`config.mk`:
```
export PLATFORM = sky130hd
export DESIGN_NAME = signed_divider
export DESIGN_NICKNAME = d
export VERILOG_FILES = /design/src/rtl/arith_pkg.sv /design/src/rtl/twos_negate.sv /design/src/rtl/signed_divider.sv
export SDC_FILE = /design/constraint.sdc
export NUM_CORES = 1
export LEC_CHECK = 0
export ABC_CLOCK_PERIOD_IN_PS = 6700
export BUFFER_PORTS_ARGS = -buffer_cell sky130_fd_sc_hd__buf_2
export CORE_MARGIN = 4
export CORE_UTILIZATION = 50
export DETAILED_ROUTE_END_ITERATION = 12
export GPL_TIMING_DRIVEN = 0
export PLACE_DENSITY = 0.78
export SLEW_MARGIN = 20
export SYNTH_ARGS = -nofsm -noshare
export SYNTH_HDL_FRONTEND = slang
export SYNTH_SLANG_ARGS = --single-unit
```
`constraint.sdc`:
```
create_clock -name clk -period 6.7 [get_ports clk]
set_clock_uncertainty 0.2 [all_clocks]
set_input_delay 0.335 -clock clk [delete_from_list [all_inputs] [get_ports clk]]
set_output_delay 0.335 -clock clk [all_outputs]
set_load 0.1 [all_outputs]
```
`src/rtl/arith_pkg.sv`:
```
// arith_pkg: FSM state encoding and load/done handshake levels shared by the sequential arithmetic units
package arith_pkg;
  typedef enum logic [2:0] {
    IDLE  = 3'd0,
    INIT  = 3'd1,
    SHIFT = 3'd2,
    SUB   = 3'd3,
    FIX   = 3'd4,
    DONE  = 3'd5
  } state_e;
  localparam logic LOAD_ACTIVE = 1'b1;
  localparam logic DONE_ACTIVE = 1'b1;
endpackage

```
`src/rtl/twos_negate.sv`:
```
// twos_negate: combinational conditional two's-complement negate, modulo 2^W
module twos_negate #(
  parameter int W = 32
) (
  input  logic         neg,
  input  logic [W-1:0] x,
  output logic [W-1:0] y
);
  assign y = neg ? -x : x;
endmodule

```
`src/rtl/signed_divider.sv`:
```
// signed_divider: radix-2 restoring signed divider with load/done handshake; SIGNED_DIVIDER_DZ_EN adds dz and early exit on B==0
module signed_divider
  import arith_pkg::*;
#(
  parameter int N = 32
) (
  input  logic         clk,
  input  logic         rst_n,
  input  logic         load,
  input  logic [N-1:0] A,
  input  logic [N-1:0] B,
  output logic         done,
  output logic [N-1:0] Q,
  output logic [N-1:0] R
`ifdef SIGNED_DIVIDER_DZ_EN
  ,
  output logic         dz
`endif
);
  localparam int CW = $clog2(N);
  state_e state_q, state_d;
  logic [N-1:0] quo_q, quo_d, dvs_q, dvs_d, q_q, q_d, r_q, r_d;
  logic [N:0] rem_q, rem_d, t;
  logic [CW-1:0] cnt_q, cnt_d;
  logic qneg_q, qneg_d, rneg_q, rneg_d, done_q, done_d;
  logic [N-1:0] abs_a, abs_b, quo_fix, rem_fix;
  twos_negate #(.W(N)) u_abs_a (.neg(A[N-1]), .x(A), .y(abs_a));
  twos_negate #(.W(N)) u_abs_b (.neg(B[N-1]), .x(B), .y(abs_b));
  twos_negate #(.W(N)) u_fix_q (.neg(qneg_q), .x(quo_q), .y(quo_fix));
  twos_negate #(.W(N)) u_fix_r (.neg(rneg_q), .x(rem_q[N-1:0]), .y(rem_fix));
`ifdef SIGNED_DIVIDER_DZ_EN
  logic dz_q, dz_d;
  assign dz = dz_q;
`endif
  always_comb begin
    state_d = state_q;
    quo_d   = quo_q;
    dvs_d   = dvs_q;
    rem_d   = rem_q;
    cnt_d   = cnt_q;
    qneg_d  = qneg_q;
    rneg_d  = rneg_q;
    q_d     = q_q;
    r_d     = r_q;
    done_d  = done_q;
`ifdef SIGNED_DIVIDER_DZ_EN
    dz_d    = dz_q;
`endif
    t       = rem_q - {1'b0, dvs_q};
    case (state_q)
      IDLE: begin
        done_d  = 1'b0;
        state_d = (load == LOAD_ACTIVE) ? INIT : IDLE;
      end
      INIT: begin
        done_d  = 1'b0;
        quo_d   = abs_a;
        dvs_d   = abs_b;
        qneg_d  = A[N-1] ^ B[N-1];
        rneg_d  = A[N-1];
        rem_d   = '0;
        cnt_d   = CW'(N - 1);
        state_d = SHIFT;
`ifdef SIGNED_DIVIDER_DZ_EN
        // zero divisor skips the iterations and reports the all-ones quotient directly
        dz_d = (B == '0);
        if (B == '0) begin
          quo_d   = '1;
          rem_d   = {1'b0, A};
          state_d = DONE;
        end
`endif
      end
      SHIFT: begin
        {rem_d, quo_d} = {rem_q[N-1:0], quo_q, 1'b0};
        state_d = SUB;
      end
      SUB: begin
        rem_d   = t[N] ? rem_q : t;
        quo_d   = {quo_q[N-1:1], ~t[N]};
        cnt_d   = cnt_q - CW'(1);
        state_d = (cnt_q == '0) ? FIX : SHIFT;
      end
      FIX: begin
        quo_d   = quo_fix;
        rem_d   = {1'b0, rem_fix};
        state_d = DONE;
      end
      DONE: begin
        q_d     = quo_q;
        r_d     = rem_q[N-1:0];
        done_d  = DONE_ACTIVE;
        state_d = IDLE;
      end
      default: state_d = IDLE;
    endcase
  end
  always_ff @(posedge clk) begin
    if (!rst_n) begin
      state_q <= IDLE;
      quo_q   <= '0;
      dvs_q   <= '0;
      rem_q   <= '0;
      cnt_q   <= '0;
      qneg_q  <= 1'b0;
      rneg_q  <= 1'b0;
      q_q     <= '0;
      r_q     <= '0;
      done_q  <= 1'b0;
`ifdef SIGNED_DIVIDER_DZ_EN
      dz_q    <= 1'b0;
`endif
    end else begin
      state_q <= state_d;
      quo_q   <= quo_d;
      dvs_q   <= dvs_d;
      rem_q   <= rem_d;
      cnt_q   <= cnt_d;
      qneg_q  <= qneg_d;
      rneg_q  <= rneg_d;
      q_q     <= q_d;
      r_q     <= r_d;
      done_q  <= done_d;
`ifdef SIGNED_DIVIDER_DZ_EN
      dz_q    <= dz_d;
`endif
    end
  end
  assign done = done_q;
  assign Q    = q_q;
  assign R    = r_q;
endmodule

```
# After elaboration in Yosys (flattened, before gate mapping)
# Index checks and enable logic that the tools add are counted.
# totals
out_inout_bits,65
ff_bits,172
in_bits,67
wordCells,52
# classes
reduce_logical,11
n_eq_ne,8
muxes,12
n_addsub,6
n_bitwise,3
# op_table
operator,count
$pmux W33 S4,1
$mux W32,4
$neg A32 Y32,4
$pmux W32 S4,1
$mux W33,1
$sub A33 B32 Y33,1
$pmux W3 S5,1
$pmux W5 S2,1
$eq A3 B2 Y1 const B,2
$eq A3 B3 Y1 const B,2
$ne A2 B2 Y1 const B,3
$reduce_and A3 Y1,2
$logic_not A5 Y1,1
$sub A5 B1 Y5 const B,1
$reduce_and A2 Y1,2
$reduce_bool A2 Y1,2
$reduce_bool A4 Y1,1
$eq A3 B1 Y1 const B,1
$logic_not A3 Y1,1
$mux W3,1
$reduce_bool A3 Y1,1
$not A1 Y1,2
$pmux W1 S2,1
$reduce_or A2 Y1,1
other kinds (2),2

# Logic depth before layout (Yosys ltp)
# Gate-level depths: netlist (run 1).
# logic_depth
depth_word,3
depth_mapped,12
ltp_nobuf,11

# Cells and area by module
# Synthesis (run 1) repeated with hierarchy kept, for this count alone.
# hier_totals
cells_unflattened,1555
hier_area_um2,11885.1
# by_module_without_submodules
mod,area_each_um2,cells_per_inst,instances
signed_divider,8817.2,1123,1
twos_negate,767.0,108,4

# Worst setup path before layout (run 1)
# Ideal clock, no wire load.
# synth_timing
kind,register to register
startpoint,register rem_q[0]
endpoint,register rem_q[24]
required_time_ns,6.381
arrival_ns,3.097
path_buffers,1
stages_incl_launch_ff,13
setup_slack_ns,3.285
cell_sequence,dfxtp_1 > inv_1 > ha_1 > fa_1 > nor2b_1 > o2111ai_1 > a31o_2 > o311a_1 > o2111a_1 > nor4_2 > buf_2 > o21ai_0 > o221a_2
# synth_via
elab_chain_len,3
word_cells_on_any_way,7
cone_classes,2 x add/sub; 1 x eq/ne; 3 x mux; 1 x reduce/logical
# synth_lines
item,line,source
"start, declared",signed_divider.sv:23,"logic [N:0] rem_q, rem_d, t;"
"start signal, assigned",signed_divider.sv:117,rem_q <= rem_d;
$sub A33 B32 Y33 / $neg A32 Y32 (equally long branches),"signed_divider.sv:49, twos_negate.sv:9",
"$mux W33, or another cell as far along",signed_divider.sv:79,rem_d = t[N] ? rem_q : t;
$pmux W33 S4 / $reduce_and A3 Y1 (equally long branches),--,
# Parallel ways exist; a longest one is shown, timed or not. The select of a mux whose other input is x is not followed.
# A chain may end at the register's enable or synchronous reset.

# Worst setup path after layout (run 1)
# layout_timing
startpoint,register rem_q[0]
endpoint,register rem_q[17]
# The elaborated chain is that of the path after synthesis.

==> out/metrics.json, run 1 <==
{
  "setup_path": {
    "critical_path_buffer_and_inverter_count": 2,
    "critPathSlowestCell": "clkbuf_1",
    "critPathCaptureType": "flop",
    "setup.worst_path.start_class": "flop",
    "crit_arrival_ns": 4.33,
    "path_cells": "inv_1, ha_1, fa_1, nor2b_1, o2111ai_1, a31o_2, o311a_1, o2111a_1, nor4_2, clkbuf_1, nor2_1, a211oi_1",
    "cpPeakStageDelay_ns": 0.47,
    "worstPathMaxFanout": 10,
    "crit_type": "flop to flop",
    "crit_family": "compound AO/OA/AOI/OAI gates",
    "crit_required_ns": 6.86
  },
  "synth": {
    "nets_in_the_synthesized_netlist": 1702,
    "ys_async_sr_fraction": 0,
    "yosysWarningCount": 0,
    "synth-seq-area-share": 0.294,
    "ys_dominant_reg_cell": "dfxtp_1",
    "avgSynthCellArea_um2": 7.34,
    "netlist_area_um2": 11700,
    "synth_cell_types": 78,
    "synth_edf_count": 0,
    "post_synth_inst_count": 1596,
    "ys_seq_elements": 172
  },
  "routing": {
    "m1WireLength_um": 15400,
    "top_layer_used": "met4",
    "drc": 0,
    "first_iter_violations": 1499,
    "route.met3.wl_um": 4090,
    "drt-wirelength-per-cell_um": 18.7,
    "antenna_violating_nets_post_route": 0,
    "routed-via-count": 12900,
    "via_per_inst": 6.20,
    "wl_met2_um": 17500,
    "finalWirelength_um": 38800,
    "first_pass_iters": 6
  },
  "power": {
    "p_clk_frac": 0.286,
    "pwr-share-comb": 0.381,
    "ir_worst_vdd_mv": 0.149,
    "powerDensity_nw_per_um2": 272,
    "reported_leakage_power_nw": 5.09,
    "p_sw_w": 0.00144,
    "power.sequential.fraction": 0.333,
    "cellInternalPower_w": 0.00219,
    "swShare": 0.397
  },
  "timing": {
    "final_hold_viol_count": 0,
    "max_freq_ghz": 0.240,
    "setup_violations": 0,
    "final_max_slew_viols": 0,
    "worst_pin_slew_ns": 0.869,
    "min_hold_slack_ns": 0.0338,
    "final_critical_path_share_of_the_clock_period": 0.623,
    "grt_setup_unrepaired": "no",
    "final.setup.tns_ns": 0,
    "timing.max_slew.rel_slack": 0.413,
    "fin_crit_ns": 4.17
  },
  "clock_network": {
    "cts_max_path_buffers": 2,
    "cts_root_buffer": "clkbuf_16",
    "cts.sink_count": 172,
    "cts.repair.resized": 0,
    "cts_setup_buffers": 0,
    "clk-insertion-delay-late_ns": 0.44,
    "postCtsHoldBufs": 1,
    "clkSlewWorstSetupHoldPaths_ns": 0.07,
    "tritoncts_clock_tree": "built",
    "cts_buffers": 17,
    "ctsHtreeMaxLevel": 4
  },
  "final_layout": {
    "nNetsFinal": 1852,
    "diodes": 0,
    "final_common_cell": "nand2_1",
    "mostFrequentLayoutCells": "239 x nand2_1, 172 x dfxtp_1, 157 x a21oi_1",
    "syn2layout_area_growth_pct": 14.2,
    "nFillCells": 2174,
    "layout-drive-gt1-share": 0.116
  },
  "placement": {
    "finalWeightedCongestion": 0.974,
    "dp.final_hpwl_um": 28900,
    "buffer_ports.inserted": 130
  },
  "run_status": {
    "outcome": "completed"
  },
  "global_routing": {
    "groute.usage.overall": 0.289,
    "residual_overflow_from_global_routing": 0,
    "vias_in_the_first_global_route": 11900,
    "antenna_found_initial": 0,
    "largest_net_degree_at_the_start_of_global_routing": 17,
    "grt_pass1_wl_um": 61300
  },
  "floorplanning": {
    "die_span_x_um": 161,
    "placeableCoreArea_um2": 22800,
    "core.rowCount": 55,
    "initial_utilization": 0.512,
    "die_h_um": 161,
    "floorplan.die_area_um2": 25900,
    "io_pins": 132
  },
  "hold_path": {
    "hp-class": "input pin to flop"
  },
  "job": {
    "cap_violations": 0
  }
}
cell families after synthesis:
kind of cell	after synthesis	share of synthesized area
adder cells (fa/ha/maj)	39	0.0423
multiplexers	14	0.0122
buffers and inverters	182	0.0644
AND/OR/NAND/NOR	563	0.228
flip-flops	172	0.294
AO/OA/AOI/OAI	537	0.293
XOR/XNOR	89	0.0666
worst reg2reg max path, stage by stage (launching register included):
cell       delay, ns
dfxtp_1         0.46
inv_1           0.13
ha_1            0.21
fa_1            0.40
nor2b_1         0.20
o2111ai_1       0.19
a31o_2          0.33
o311a_1         0.40
o2111a_1        0.32
nor4_2          0.45
clkbuf_1        0.48
nor2_1          0.10
a211oi_1        0.23
layer usage:
layer  GRT usage  vias to the layer above
met5           0                        -
met4       0.133                        0
met3      0.0541                      132
met2       0.470                      744
met1       0.372                     5880
li1            -                     6096
path summary, 6_finish.rpt:
path                                  end  slack [ns]  cells past startpoint  startpoint
worst max-delay path            rem_q[17]        2.53                     12    rem_q[0]
worst max register to register  rem_q[17]        2.53                     12    rem_q[0]
worst min register to register       Q[6]        0.25                      2        Q[6]
worst min-delay path            quo_q[15]        0.03                      4       A[15]
cells in the mapped netlist, types with 7 or more instances:
library cell	number	area, µm²
and3_1	10	62.6
nor4_1	17	106
mux2i_1	12	120
inv_1	58	218
o21a_1	9	67.6
a22oi_1	15	113
a211oi_1	51	383
o211ai_1	8	60.1
nand3_1	25	125
dfxtp_1	172	3440
o21ai_0	137	686
nor2_1	121	454
a21oi_1	157	786
a222oi_1	7	70.1
a221oi_1	26	228
nor2b_1	13	81.3
a21o_1	9	67.6
clkbuf_1	102	383
buf_2	8	40.0
nand4_1	11	68.8
nand2b_1	21	131
or4_1	8	60.1
nor3_1	33	165
a31oi_1	22	138
ha_1	38	475
xor2_1	48	420
or3_1	15	93.8
o41ai_1	11	96.3
o31ai_1	19	143
nand3b_1	16	120
xnor2_1	41	359
o2111ai_1	7	61.3
o211a_1	7	70.1
a311oi_1	9	78.8
nand2_1	239	897
state kept, by name, indices dropped and copies added, names as in the netlist:
register and cells:
qneg_q 1, cnt_q 5, dvs_q 32, done 1
R 32, rem_q 33, rneg_q 1, quo_q 32
state_q 3, Q 32
power by group through the flow:
stage	Sequential [W]	Combinational, W	Clock (W)
floorplan	0.00119	0.00101	0
global placement	0.00122	0.00131	0
detailed placement	0.00123	0.00133	0
CTS	0.00120	0.00135	0.00104
global route	0.00122	0.00153	0.00109
finish	0.00121	0.00139	0.00104
stage by stage:
| step | std cells | total power (W) | setup slack, ns | util | area [µm²] |
|---|---|---|---|---|---|
| after detailed placement | 2039 | 0.00256 | 2.61 | 0.558 | 12800 |
| final | 2072 | 0.00364 | 2.53 | 0.585 | 13400 |
| after global placement | 2039 | 0.00253 | 2.66 | 0.558 | 12800 |
| after CTS | 2072 | 0.00359 | 2.58 | 0.585 | 13400 |
| after floorplan | 1596 | 0.00220 | 3.28 | - | 11700 |
| after global routing | 2072 | 0.00383 | 2.33 | 0.585 | 13400 |
area by class of cell:
| type | instances | area (µm²) | area share |
|---|---|---|---|
| multi-input cells | 1242 | 7510 | 0.562 |
| flip-flops and latches | 172 | 3440 | 0.257 |
| repair buffers | 131 | 661 | 0.0494 |
| plain buffers | 123 | 533 | 0.0399 |
| clock buffers | 19 | 453 | 0.0339 |
| well taps | 313 | 392 | 0.0293 |
| inverters | 59 | 221 | 0.0166 |
| clock inverters | 13 | 159 | 0.0119 |
Power figures use the tool's default switching activity.
==> inputs of run 2 (changes only) <==
- ABC_AREA: default -> 1
- ABC_CLOCK_PERIOD_IN_PS: 6700 -> 3900
- PLACE_DENSITY: 0.78 -> 0.77
- clock period: 6.7 -> 3.9 ns (I/O delays scaled with it)
==> run 2 against run 1 <==
  * Sequential cell count is the same
  * Die area grew 11%
  * Fmax grew 38%
  * Global-route usage grew 4.2 points
  * Count of clock-buffer cells in the layout shrank 2
  * Design area grew 12%
  * Critical path type unchanged
  * Highest routed layer unchanged
==> out/metrics.json, run 2 <==
{
  "final_layout": {
    "nFillCells": 2598,
    "multi_input_area_um2": 7890,
    "postLayoutCoreUtil": 0.592,
    "top_reg_by_flops": "rem_q",
    "layout-drive-gt1-share": 0.0994,
    "postLayoutCellArea_um2": 15000,
    "diodes": 0,
    "final_common_cell": "nand2_1",
    "nNetsFinal": 2477,
    "syn2layout_area_growth_pct": 15.4,
    "regArea_um2": 3440,
    "largest_register_ffs": 33,
    "mostFrequentLayoutCells": "486 x nand2_1, 339 x inv_1, 238 x nor2_1"
  },
  "synth": {
    "post_synth_inst_count": 2191,
    "ys_async_sr_fraction": 0,
    "synth.largest_area_cell": "dfxtp_1",
    "nets_in_the_synthesized_netlist": 2297,
    "ys_dominant_reg_cell": "dfxtp_1",
    "yosysMostFrequentCell": "nand2_1",
    "ys_seq_elements": 172,
    "synth.top_cells.by_count": "486 x nand2_1, 339 x inv_1, 238 x nor2_1",
    "synth_cell_types": 54,
    "post-synth-top-area-fraction": 0.264,
    "netlist_area_um2": 13000,
    "synth.top_cells.by_area": "dfxtp_1 26%, nand2_1 14%, inv_1 9.8%",
    "synth_edf_count": 0,
    "synth-seq-area-share": 0.264,
    "yosysWarningCount": 0,
    "avgSynthCellArea_um2": 5.95
  },
  "clock_network": {
    "cts.sink_count": 172,
    "cts_buffers": 17,
    "ctsHtreeMaxLevel": 4,
    "cts_max_path_buffers": 2,
    "clk-insertion-delay-late_ns": 0.45,
    "cts.repair.resized": 0,
    "cts_root_buffer": "clkbuf_16",
    "cts_setup_buffers": 0,
    "clkSlewWorstSetupHoldPaths_ns": 0.08,
    "tritoncts_clock_tree": "built"
  },
  "floorplanning": {
    "io_pins": 132,
    "initial_utilization": 0.513,
    "core.rowCount": 58,
    "placeableCoreArea_um2": 25400,
    "die_h_um": 169,
    "floorplan.die_area_um2": 28700,
    "die_span_x_um": 169
  },
  "placement": {
    "finalWeightedCongestion": 0.999,
    "buffer_ports.inserted": 129,
    "placed_cell_area_um2": 14100,
    "dp_worst_setup_slack_ns": 0.980,
    "dp.final_hpwl_um": 38400
  },
  "global_routing": {
    "antenna_found_initial": 0,
    "grt_pass1_wl_um": 75000,
    "residual_overflow_from_global_routing": 0,
    "vias_in_the_first_global_route": 13700,
    "groute.usage.overall": 0.331,
    "largest_net_degree_at_the_start_of_global_routing": 20
  },
  "timing": {
    "final_critical_path_share_of_the_clock_period": 0.779,
    "max_freq_ghz": 0.329,
    "worst_pin_slew_ns": 0.971,
    "setup_violations": 0,
    "final_hold_viol_count": 0,
    "final_max_slew_viols": 0,
    "fin_crit_ns": 3.04,
    "setup_slack_ns": 0.864,
    "timing.max_slew.rel_slack": 0.353,
    "final.setup.tns_ns": 0,
    "grt_setup_unrepaired": "no"
  },
  "power": {
    "powerDensity_nw_per_um2": 498,
    "ir_worst_vdd_mv": 0.296,
    "reported_leakage_power_nw": 7.16
  },
  "setup_path": {
    "worstPathMaxFanout": 10,
    "crit_type": "flop to flop",
    "crit_required_ns": 4.04,
    "critPathCaptureType": "flop",
    "crit_arrival_ns": 3.18,
    "setup.worst_path.start_class": "flop"
  },
  "routing": {
    "drc": 0,
    "antenna_violating_nets_post_route": 0,
    "routed-via-count": 15200,
    "first_iter_violations": 1695,
    "first_pass_iters": 10,
    "drt-wirelength-per-cell_um": 18.0,
    "via_per_inst": 5.60,
    "finalWirelength_um": 48700
  },
  "job": {
    "cap_violations": 0
  },
  "run_status": {
    "outcome": "completed"
  },
  "hold_path": {
    "hp-class": "input pin to flop"
  }
}
[run 2: layout make-up]
type,instances,share of cell area
Buffer,81,0.0254
Clock buffer,17,0.0283
Clock inverter,15,0.0134
Inverter,351,0.0876
Multi-Input combinational cell,1587,0.525
Sequential cell,172,0.229
Tap cell,330,0.0275
Timing Repair Buffer,161,0.0642
[run 2: stage by stage]
step / total power [W] / instances / hold WS (ns)
2_1_floorplan: 0.00457 / 2191 / 0.175
6_report: 0.00749 / 2714 / 0.0214
5_1_grt: 0.00797 / 2714 / 0.0456
3_3_place_gp: 0.00550 / 2650 / 0.229
4_1_cts: 0.00739 / 2714 / 0.00151
3_5_place_dp: 0.00554 / 2650 / 0.233
[run 2: final timing paths]
path | cells past startpoint | slack, ns | startpoint | endpoint
hold reg to reg | 2 | 0.24 | R[15] | R[15]
setup reg to reg | 18 | 0.86 | rem_q[0] | rem_q[30]
setup / recovery | 18 | 0.86 | rem_q[0] | rem_q[30]
hold / removal | 4 | 0.02 | A[15] | quo_q[15]
[run 2: per-layer routing]
layer  global-route usage  up-vias  wire, µm
met2                0.470      783     19400
met3               0.0738       67      6090
met1                0.504     6858     22200
met4               0.0872        0      1060
li1                     -     7486         -
met5                    0        -         0
[run 2: what timing repair did]
| action | 4_1_cts | 5_1_grt |
|---|---|---|
| endpoints found under the hold margin | 32 | 0 |
| endpoints found under the setup margin | 0 | 0 |
| hold buffers | 32 | 0 |
[run 2: cell families (layout without fill, tap and decap cells)]
family	count (synthesis)	after routing	share of synthesized area
simple gates	1029	1029	0.341
compound gates	472	472	0.195
buf+inv	432	625	0.130
flops	172	172	0.264
xor+xnor	47	47	0.0316
fa+ha+maj	39	39	0.0380
[run 2: power breakdown]
part / switching (W) / total, W / internal [W] / leakage, nW
Sequential: 0.000225 / 0.00216 / 0.00193 / 1.40
Combinational: 0.00242 / 0.00349 / 0.00107 / 5.46
Clock: 0.000906 / 0.00184 / 0.000934 / 0.298
[run 2: critical path, stage by stage (launching register included)]
cell and delay, ns:
dfxtp_1 0.35, inv_1 0.12, ha_1 0.22, fa_1 0.39
inv_1 0.14, nand2_1 0.09, nand2_1 0.09, nand3_1 0.10
nand2_2 0.14, nand2_2 0.07, nand2_2 0.12, nand2_2 0.09
nand2_2 0.07, nand2_1 0.06, nand3_2 0.08, nand3_4 0.16
buf_4 0.24, nor2_1 0.16, nor2_1 0.05
==> inputs of run 3 (changes only) <==
- ABC_CLOCK_PERIOD_IN_PS: 3900 -> 2900
- clock period: 3.9 -> 2.9 ns (I/O delays scaled with it)
==> run 3 against run 2 <==
  * Sequential share of layout area down 0.24 points
  * Sequential cell count is the same
  * Die area stayed put
  * Critical path type unchanged
==> out/metrics.json, run 3 (same netlist as run 2, synthesis figures left out) <==
{
  "run_status": {
    "outcome": "completed"
  },
  "setup_path": {
    "worst-r2r-setup-slack_ns": 0.11,
    "worst_setup_path_startpoint": "rem_q[0]",
    "setup.worst_path.start_class": "flop",
    "r2r.worst_path.cells": 19,
    "critical_path_buffer_and_inverter_count": 4,
    "rr_startpoint": "rem_q[0]",
    "path_cells": "inv_2, ha_1, fa_2, inv_2, nand2_1, nand2_1, nand3_1, nand2_2, nand2_2, nand2_4, nand2_2, nand2_2, nand2_1, nand3_2, nand3_4, buf_4, buf_8, nor2_1, nor2_1",
    "crit_type": "flop to flop",
    "critPathCaptureType": "flop",
    "worst-path-stages": 19,
    "cpPeakStageDelay_ns": 0.37,
    "crit_top_cell": "nand2_2",
    "worstPathMaxFanout": 6,
    "worstReg2RegEnd": "rem_q[29]",
    "crit_path_end": "rem_q[29]",
    "crit_family": "simple AND/OR/NAND/NOR gates",
    "crit_arrival_ns": 2.94,
    "crit_required_ns": 3.05,
    "critPathSlowestCell": "fa_2"
  },
  "timing": {
    "worst_pin_slew_ns": 0.935,
    "timing.max_slew.rel_slack": 0.376,
    "max_freq_ghz": 0.358,
    "final.setup.tns_ns": 0,
    "fin_crit_ns": 2.79,
    "final_max_slew_viols": 0,
    "setup_violations": 0,
    "final_critical_path_share_of_the_clock_period": 0.962,
    "final_hold_viol_count": 0
  },
  "floorplanning": {
    "placeableCoreArea_um2": 25400,
    "io_pins": 132,
    "initial_utilization": 0.513,
    "die_span_x_um": 169,
    "floorplan.die_area_um2": 28700,
    "core.rowCount": 58,
    "die_h_um": 169
  },
  "clock_network": {
    "ctsHtreeMaxLevel": 4,
    "clkSlewWorstSetupHoldPaths_ns": 0.08,
    "cts_buffers": 17,
    "cts_max_path_buffers": 2,
    "tritoncts_clock_tree": "built",
    "clk-insertion-delay-late_ns": 0.45,
    "cts_root_buffer": "clkbuf_16",
    "cts.sink_count": 172
  },
  "routing": {
    "top_layer_used": "met4",
    "via_per_inst": 5.58,
    "wl_met2_um": 19500,
    "finalWirelength_um": 49100,
    "m1WireLength_um": 22700,
    "routed-via-count": 15200,
    "route.met3.wl_um": 5750,
    "drc": 0,
    "drt-wirelength-per-cell_um": 18.0,
    "antenna_violating_nets_post_route": 0,
    "first_iter_violations": 1688,
    "first_pass_iters": 9
  },
  "final_layout": {
    "regArea_um2": 3450,
    "nNetsFinal": 2491,
    "layout-drive-gt1-share": 0.106,
    "diodes": 0,
    "multi_input_area_um2": 7910,
    "syn2layout_area_growth_pct": 16.9,
    "largest_register_ffs": 33,
    "nFillCells": 2571,
    "mostFrequentLayoutCells": "485 x nand2_1, 337 x inv_1, 238 x nor2_1",
    "final_common_cell": "nand2_1",
    "postLayoutCellArea_um2": 15200,
    "postLayoutCoreUtil": 0.600,
    "top_reg_by_flops": "rem_q"
  },
  "placement": {
    "buffer_ports.inserted": 129,
    "dp.final_hpwl_um": 38400,
    "finalWeightedCongestion": 0.999,
    "placed_cell_area_um2": 14100
  },
  "power": {
    "ir_worst_vdd_mv": 0.405,
    "reported_leakage_power_nw": 7.25,
    "powerDensity_nw_per_um2": 670
  },
  "global_routing": {
    "largest_net_degree_at_the_start_of_global_routing": 20,
    "groute.usage.overall": 0.333,
    "residual_overflow_from_global_routing": 0,
    "vias_in_the_first_global_route": 13800,
    "grt_pass1_wl_um": 75500,
    "antenna_found_initial": 0
  },
  "job": {
    "cap_violations": 0
  },
  "hold_path": {
    "hp-class": "input pin to flop"
  }
}
[run 3: cell count changes in the layout (fill, tap and decap cells not counted), sizes merged]
cell         previous run  this run
bufbuf                  0         1
buf                   159       164
dlygate4sd3            32        40
[run 3: worst min path at each step]
stage,startpoint,to,slack [ns],depth (start not counted)
after floorplan,B[10],dvs_q[10],0.13,2
after global placement,R[2],R[2],0.23,2
after detailed placement,R[15],R[15],0.23,2
after CTS,A[23],quo_q[23],0.001,5
after global routing,A[23],quo_q[23],0.04,5
final,A[20],quo_q[20],0.03,5
[run 3: worst register-to-register path, stage by stage (launching register included)]
cell and delay, ns:
dfxtp_2 0.35, inv_2 0.07, ha_1 0.20, fa_2 0.37, inv_2 0.07, nand2_1 0.06
nand2_1 0.10, nand3_1 0.10, nand2_2 0.12, nand2_2 0.07, nand2_4 0.09, nand2_2 0.07
nand2_2 0.07, nand2_1 0.06, nand3_2 0.08, nand3_4 0.13, buf_4 0.18, buf_8 0.12
nor2_1 0.12, nor2_1 0.06
[run 3: metrics by stage]
step	hold WS, ns	worst slack (ns)	total power, W	cells
final	0.0265	0.109	0.0102	2728
after global routing	0.0385	-0.0193	0.0108	2728
after CTS	0.00117	0.00859	0.0100	2727
after detailed placement	0.233	-0.0197	0.00745	2650
after global placement	0.229	0.0368	0.00740	2650
after floorplan	0.125	0.471	0.00615	2191
[run 3: layout make-up]
cell class,count,share of cell area
multi-input combinational,1587,0.519
sequential,172,0.227
inverter,351,0.0865
timing repair buffer,175,0.0741
clock buffer,17,0.0279
tap,330,0.0271
buffer,81,0.0258
clock inverter,15,0.0132
[run 3: metal layers]
layer | track usage | vias up
li1 | - | 7515
met1 | 0.502 | 6843
met2 | 0.473 | 782
met3 | 0.0820 | 77
met4 | 0.0879 | 0
met5 | 0 | -
[run 3: power breakdown]
part / internal (W) / switching [W]
clock: 0.00126 / 0.00122
combinational: 0.00153 / 0.00330
sequential: 0.00260 / 0.000303
[run 3: repair_timing]
| item | 4_1_cts | 5_1_grt |
|---|---|---|
| pin swaps | 1 | 3 |
| gates resized for setup | 5 | 11 |
| cloned | 1 | 0 |
| hold buffers | 40 | 0 |
| hold endpoints to repair | 39 | 0 |
| setup buffers | 4 | 1 |
| endpoints found under the setup margin | 22 | 32 |
